## config.mk

```make
export PLATFORM = sky130hd
export DESIGN_NAME = imem_loader
export DESIGN_NICKNAME = d
export VERILOG_FILES = /design/src/rtl/imem_loader_pkg.sv /design/src/rtl/imem_loader_word_packer.sv /design/src/rtl/imem_loader.sv
export SDC_FILE = /design/constraint.sdc
export NUM_CORES = 1
export LEC_CHECK = 0
export CORE_ASPECT_RATIO = 1.4
export CORE_MARGIN = 4
export CORE_UTILIZATION = 50
export DETAILED_ROUTE_END_ITERATION = 10
export GPL_TIMING_DRIVEN = 0
export HOLD_SLACK_MARGIN = 0.03
export PLACE_DENSITY = 0.72
export SLEW_MARGIN = 5
export SYNTH_ARGS = -nofsm -noshare
export SYNTH_HDL_FRONTEND = slang
export SYNTH_SLANG_ARGS = --single-unit
```

## constraint.sdc

```tcl
create_clock -name clk -period 2 [get_ports clk]
set_clock_uncertainty 0.05 [all_clocks]
set_input_delay 0.2 -clock clk [delete_from_list [all_inputs] [get_ports clk]]
set_output_delay 0.2 -clock clk [all_outputs]
set_load 0.05 [all_outputs]
```

## src/rtl/imem_loader_pkg.sv

```systemverilog
`default_nettype none
// ============================================================================
//  Module      : imem_loader_pkg
//  Description : Shared types and constants for the instruction-memory
//                program loader (state encoding, frame geometry).
//  Revision    : 1.0 - initial release
// ============================================================================
package imem_loader_pkg;

    // Bytes packed into one instruction word (little-endian)
    localparam int BYTES_PER_WORD = 4;

    // Frame header length: word-count low byte then high byte
    localparam int HDR_BYTES = 2;

    // Loader state encoding
    typedef enum logic [2:0] {
        HDR0 = 3'd0,
        HDR1 = 3'd1,
        DATA = 3'd2,
        CSUM = 3'd3,
        DONE = 3'd4,
        ERR  = 3'd5
    } state_t;

endpackage : imem_loader_pkg
`default_nettype wire

```

## src/rtl/imem_loader_word_packer.sv

```systemverilog
`default_nettype none
// ============================================================================
//  Module      : word_packer
//  Description : Packs a qualified byte stream into 32-bit little-endian
//                words. Flags the byte that completes a word and emits a
//                registered one-cycle word_valid pulse with the finished word.
//  Revision    : 1.0 - initial release
// ============================================================================
module word_packer
    import imem_loader_pkg::*;
(
    input  logic        clk,
    input  logic        rst,
    input  logic        i_clear,
    input  logic        i_valid,
    input  logic [7:0]  i_byte,
    output logic        o_last,
    output logic [31:0] o_word,
    output logic        o_word_valid
);

    localparam int c_CNT_W = $clog2(BYTES_PER_WORD);

    logic [c_CNT_W-1:0] r_cnt;
    logic [31:0]        r_shift;
    logic [31:0]        r_word;
    logic               r_word_valid;
    logic [31:0]        w_shift_next;

    // New bytes enter at the top so the first byte ends up in [7:0]
    assign w_shift_next = {i_byte, r_shift[31:8]};
    assign o_last       = i_valid && (r_cnt == c_CNT_W'(BYTES_PER_WORD - 1));
    assign o_word       = r_word;
    assign o_word_valid = r_word_valid;

    // Byte counter, shift register and completed-word output register
    always_ff @(posedge clk) begin
        if (rst) begin
            r_cnt        <= '0;
            r_shift      <= '0;
            r_word       <= '0;
            r_word_valid <= 1'b0;
        end else begin
            r_word_valid <= 1'b0;
            if (i_clear) begin
                r_cnt   <= '0;
                r_shift <= '0;
            end else if (i_valid) begin
                r_cnt   <= r_cnt + 1'b1;
                r_shift <= w_shift_next;
                if (o_last) begin
                    r_word       <= w_shift_next;
                    r_word_valid <= 1'b1;
                end
            end
        end
    end

endmodule : word_packer
`default_nettype wire

```

## src/rtl/imem_loader.sv

```systemverilog
`default_nettype none
// ============================================================================
//  Module      : imem_loader
//  Description : Framed byte-stream program loader. Parses {NL, NH, data,
//                CS}, writes packed words to consecutive instruction-memory
//                addresses in the selected bank, verifies the XOR checksum
//                and holds the CPU in reset until a load succeeds.
//  Revision    : 1.0 - initial release
// ============================================================================
module imem_loader
    import imem_loader_pkg::*;
#(
    parameter int ADDR_W = 8
) (
    input  logic              clk,
    input  logic              rst,
    input  logic              fileid,
    input  logic              start,
    input  logic [7:0]        in_data,
    input  logic              in_valid,
    output logic              in_ready,
    output logic              imem_we,
    output logic [ADDR_W:0]   imem_waddr,
    output logic [31:0]       imem_wdata,
    output logic              cpu_rst,
    output logic              done,
    output logic              error
);

    state_t              r_state;
    state_t              w_state_next;

    logic                r_bank;
    logic [7:0]          r_nl;
    logic [15:0]         r_left;
    logic [ADDR_W-1:0]   r_index;
    logic [7:0]          r_xor;
    logic [ADDR_W:0]     r_waddr;

    logic                w_accept;
    logic                w_restart;
    logic [15:0]         w_n;
    logic                w_oversize;
    logic                w_pack_valid;
    logic                w_last;
    logic                w_last_word;

    assign w_accept     = in_valid && in_ready;
    assign w_restart    = start && ((r_state == DONE) || (r_state == ERR));
    assign w_n          = {in_data, r_nl};
    // Capacity is 2^ADDR_W words, so compare in 17 bits to cover ADDR_W=16
    assign w_oversize   = {1'b0, w_n} > (17'd1 << ADDR_W);
    assign w_pack_valid = w_accept && (r_state == DATA);
    assign w_last_word  = (r_left == 16'd1);

    word_packer u_packer (
        .clk          (clk),
        .rst          (rst),
        .i_clear      (w_restart),
        .i_valid      (w_pack_valid),
        .i_byte       (in_data),
        .o_last       (w_last),
        .o_word       (imem_wdata),
        .o_word_valid (imem_we)
    );

    assign imem_waddr = r_waddr;

    // State register
    always_ff @(posedge clk) begin
        if (rst) begin
            r_state <= HDR0;
        end else begin
            r_state <= w_state_next;
        end
    end

    // Next-state logic: header parse, data until last word, checksum verdict
    always_comb begin
        w_state_next = r_state;
        case (r_state)
            HDR0: if (w_accept) w_state_next = HDR1;
            HDR1: begin
                if (w_accept) begin
                    if (w_oversize)          w_state_next = ERR;
                    else if (w_n == 16'd0)   w_state_next = CSUM;
                    else                     w_state_next = DATA;
                end
            end
            DATA: if (w_accept && w_last && w_last_word) w_state_next = CSUM;
            CSUM: begin
                if (w_accept) begin
                    w_state_next = (in_data == r_xor) ? DONE : ERR;
                end
            end
            DONE: if (start) w_state_next = HDR0;
            ERR:  if (start) w_state_next = HDR0;
            default: w_state_next = HDR0;
        endcase
    end

    // Status outputs decoded from state; forced to reset values while rst is high
    always_comb begin
        in_ready = 1'b0;
        cpu_rst  = 1'b1;
        done     = 1'b0;
        error    = 1'b0;
        if (!rst) begin
            case (r_state)
                HDR0, HDR1, DATA, CSUM: in_ready = 1'b1;
                DONE: begin
                    cpu_rst = 1'b0;
                    done    = 1'b1;
                end
                ERR:  error = 1'b1;
                default: in_ready = 1'b0;
            endcase
        end
    end

    // Datapath: bank, word count, index, checksum and write address
    always_ff @(posedge clk) begin
        if (rst) begin
            r_bank  <= 1'b0;
            r_nl    <= '0;
            r_left  <= '0;
            r_index <= '0;
            r_xor   <= '0;
            r_waddr <= '0;
        end else if (w_restart) begin
            r_left  <= '0;
            r_index <= '0;
            r_xor   <= '0;
        end else if (w_accept) begin
            case (r_state)
                HDR0: begin
                    r_bank <= fileid;
                    r_nl   <= in_data;
                end
                HDR1: r_left <= w_n;
                DATA: begin
                    r_xor <= r_xor ^ in_data;
                    if (w_last) begin
                        r_waddr <= {r_bank, r_index};
                        r_left  <= r_left - 1'b1;
                        // Holding on the final word keeps a full bank from wrapping
                        if (!w_last_word) begin
                            r_index <= r_index + 1'b1;
                        end
                    end
                end
                default: r_nl <= r_nl;
            endcase
        end
    end

endmodule : imem_loader
`default_nettype wire
```

==> results.ini <==
[power_and_ir_drop]
p_sw_frac = 0.233
cellPowerDensity_nw_per_um2 = 746
seq_power_share = 0.527
internal-power_mw = 3.30
pwr-share-comb = 0.065
p_leak_nw = 2.13
vdd_ir_drop_max_mv = 0.427
power_switching_mw = 1.00
clockPowerShare = 0.407

[yosys]
netlist-cell-type-count = 50
synth-edff-count = 0
synth_area_sq_um = 4700
syn-num-nets = 597
synth_seq_cells = 112
synth_cells = 580
seq_area_frac_synth = 0.477
synth_top_flop_cell = dfxtp_1
synth_warnings = 0
syn_avg_cell_area_sq_um = 8.10
synthArstFlopShare = 0

[routing]
wl_met3_um = 632
drtIter0Drc = 261
post_drt_wl_per_cell_um = 16.5
drt_wl_total_mm = 12.6
route.met2.wl_mm = 6.40
drt-vias-per-instance = 5.59
top_layer = met4
first_pass_iters = 4
antenna_left = 0
drcViolationCount = 0
vias = 4267
wl_met1_mm = 5.01

[floorplan]
ios = 59
die_area_sq_um = 11000
rows = 41
core_area_sq_um = 9080
die_w_um = 89.9
die_h_um = 123
start_util = 0.518

[placement]
dp_hpwl_mm = 9.10
gp_congestion = 0.960
portBuffers = 57

[sta]
setup-violations-final = 0
min_period_over_period = 0.964
tightest_slew_ns = 0.598
final_max_slew_viol_count = 0
hold_violations = 0
timing.hold.ws_ns = 0.269
max_freq_ghz = 0.519
period_minus_slack_ns = 1.93
grt_setup_unrepaired = true
maxSlewHeadroom = 0.602
fin_tns_setup_ns = 0

[setup_path]
arrival_ns = 2.11
crit_type = register to register
required_ns = 2.18
critPathSlowestCell = or3b_4
crit_buf_inv = 2
cp_slowest_stage_delay_ns = 0.42
end_kind = register
crit_path_start_kind = register
crit_chain = inv_2, ha_4, or3b_4, nor4b_4, buf_4, a31oi_1, nor2_1, nor3_1
crit_family = simple AND/OR/NAND/NOR gates
crit_path_max_fanout = 5

[cts]
cts_hold_buf = 0
htree_levels = 3
clock_path_buffers = 2
cts_made_buffers = 9
cts_tree = built
root_buffer = clkbuf_16
clk_pin_slew_ns = 0.07
worstSkewPairLatency_ns = 0.34
cts.sinks = 112

[cells_and_area]
layout-drive-gt1-share = 0.0976
nets = 669
diodes = 0
regArea_sq_um = 2250
final_core_util = 0.636
areaGrowthSynthToFinish_pct = 22.8
multi_input_area_sq_um = 2300
fill_cells = 846

[grt]
grt_pass1_vias = 4087
overflow = 0
track_usage = 0.232
grt_max_degree = 18
grt_pass1_wl_mm = 20.3
antenna_found_initial = 0

[hold_path]
holdCritPathClass = primary input to register

[job]
maxCapViolations = 0

[outcome]
outcome = finished clean

==> kinds of logic after synthesis <==
| family | after synthesis | share of synthesized area |
|---|---|---|
| AOI/OAI and AO/OA | 138 | 0.162 |
| xor gates and xnor gates | 22 | 0.0410 |
| adders and majority gates | 4 | 0.0106 |
| buffers and inverters | 41 | 0.0397 |
| DFF | 112 | 0.477 |
| muxes | 10 | 0.0213 |
| and+or+nand+nor | 253 | 0.249 |
==> Yosys cell counts (4+ instances only) <==
library cell | number | area share
nor3_1 | 8 | 0.0085
nand2_1 | 155 | 0.12
buf_2 | 14 | 0.015
ha_1 | 4 | 0.011
nor2_1 | 42 | 0.034
nor4_1 | 4 | 0.0053
xor2_1 | 21 | 0.039
clkbuf_1 | 20 | 0.016
o21ai_0 | 21 | 0.022
mux2i_1 | 10 | 0.021
nand3_1 | 4 | 0.0043
dfxtp_1 | 112 | 0.48
a21oi_1 | 90 | 0.096
a31oi_1 | 5 | 0.0067
nand4_1 | 6 | 0.0080
or3_1 | 7 | 0.0093
==> worst reg2reg max path, stage by stage (launching register included) <==
cell and delay, ns:
dfxtp_2 0.35, inv_2 0.08, ha_4 0.16, or3b_4 0.42, nor4b_4 0.34, buf_4 0.17, a31oi_1 0.08, nor2_1 0.11
nor3_1 0.06
==> placed cells by master, fill, tap and decap left out, drive strengths merged, types with 2 or more instances in the layout <==
master         count
nor2              43
ha                 4
a31oi              5
dfxtp            112
nand4              6
a211oi             2
clkbuf            36
or3b               3
mux2i             10
nor2b              2
a32o               2
nand4b             3
nor3b              3
and2               3
buf               19
or4                3
o211ai             2
or3                7
a21oi             90
xor2              21
a21o               3
and3b              2
nand2            156
o31ai              3
nor4               6
nor4b              2
o21a               3
inv                5
nand3              4
nor3               8
o21ai             23
clkdlybuf4s50     52
==> what timing repair did <==
item | in CTS | in global routing
setup endpoints to repair | 44 | 48
resized for setup | 20 | 19
buffers inserted | 3 | 1
pin swaps | 2 | 4
==> flip-flops by register name (all words and copies together) (netlist names) <==
name                   flops
u_packer.o_word_valid      1
r_nl                       8
imem_waddr                 9
r_xor                      8
r_bank                     1
r_state                    3
r_left                    16
u_packer.r_cnt             2
r_index                    8
u_packer.o_word           32
u_packer.r_shift          24
==> power groups by stage <==
stage                     combinational [mW]  sequential, mW  clock [mW]
after global placement                 0.266            2.32           0
after global routing                   0.303            2.27        1.86
after floorplan                        0.170            2.32           0
after detailed placement               0.269            2.32           0
final                                  0.281            2.27        1.75
after CTS                              0.278            2.27        1.77
==> layer usage <==
layer	vias up	track usage
met3	37	0.0325
met1	1977	0.256
li1	2113	-
met4	0	0.144
met5	-	0
met2	140	0.422
==> final cells by class <==
class	instances	share of cell area
Clock inverter	3	0.00434
Timing Repair Buffer	61	0.103
Tap cell	107	0.0232
Multi-Input combinational cell	427	0.398
Buffer	37	0.0327
Sequential cell	112	0.389
Inverter	4	0.00303
Clock buffer	12	0.0462
==> worst paths after layout <==
path / startpoint / end / slack, ns / depth (start not counted)
worst min register to register: u_packer.o_word[18] / u_packer.o_word[18] / 0.40 / 2
worst max-delay path: r_left[1] / r_left[12] / 0.07 / 8
worst max register to register: r_left[1] / r_left[12] / 0.07 / 8
worst min-delay path: in_data[4] / u_packer.o_word[28] / 0.27 / 3
==> metrics by stage <==
step                      total power, mW  instance area [sq um]  worst slack [ns]  std cells
final                                4.31                   5770            0.0720        763
after global routing                 4.44                   5770           -0.0378        763
after CTS                            4.32                   5730           0.00441        762
after floorplan                      2.49                   4710             0.138        580
after global placement               2.59                   5410            -0.320        744
after detailed placement             2.59                   5410            -0.339        744
No activity file was read; power rests on OpenSTA's default activity.
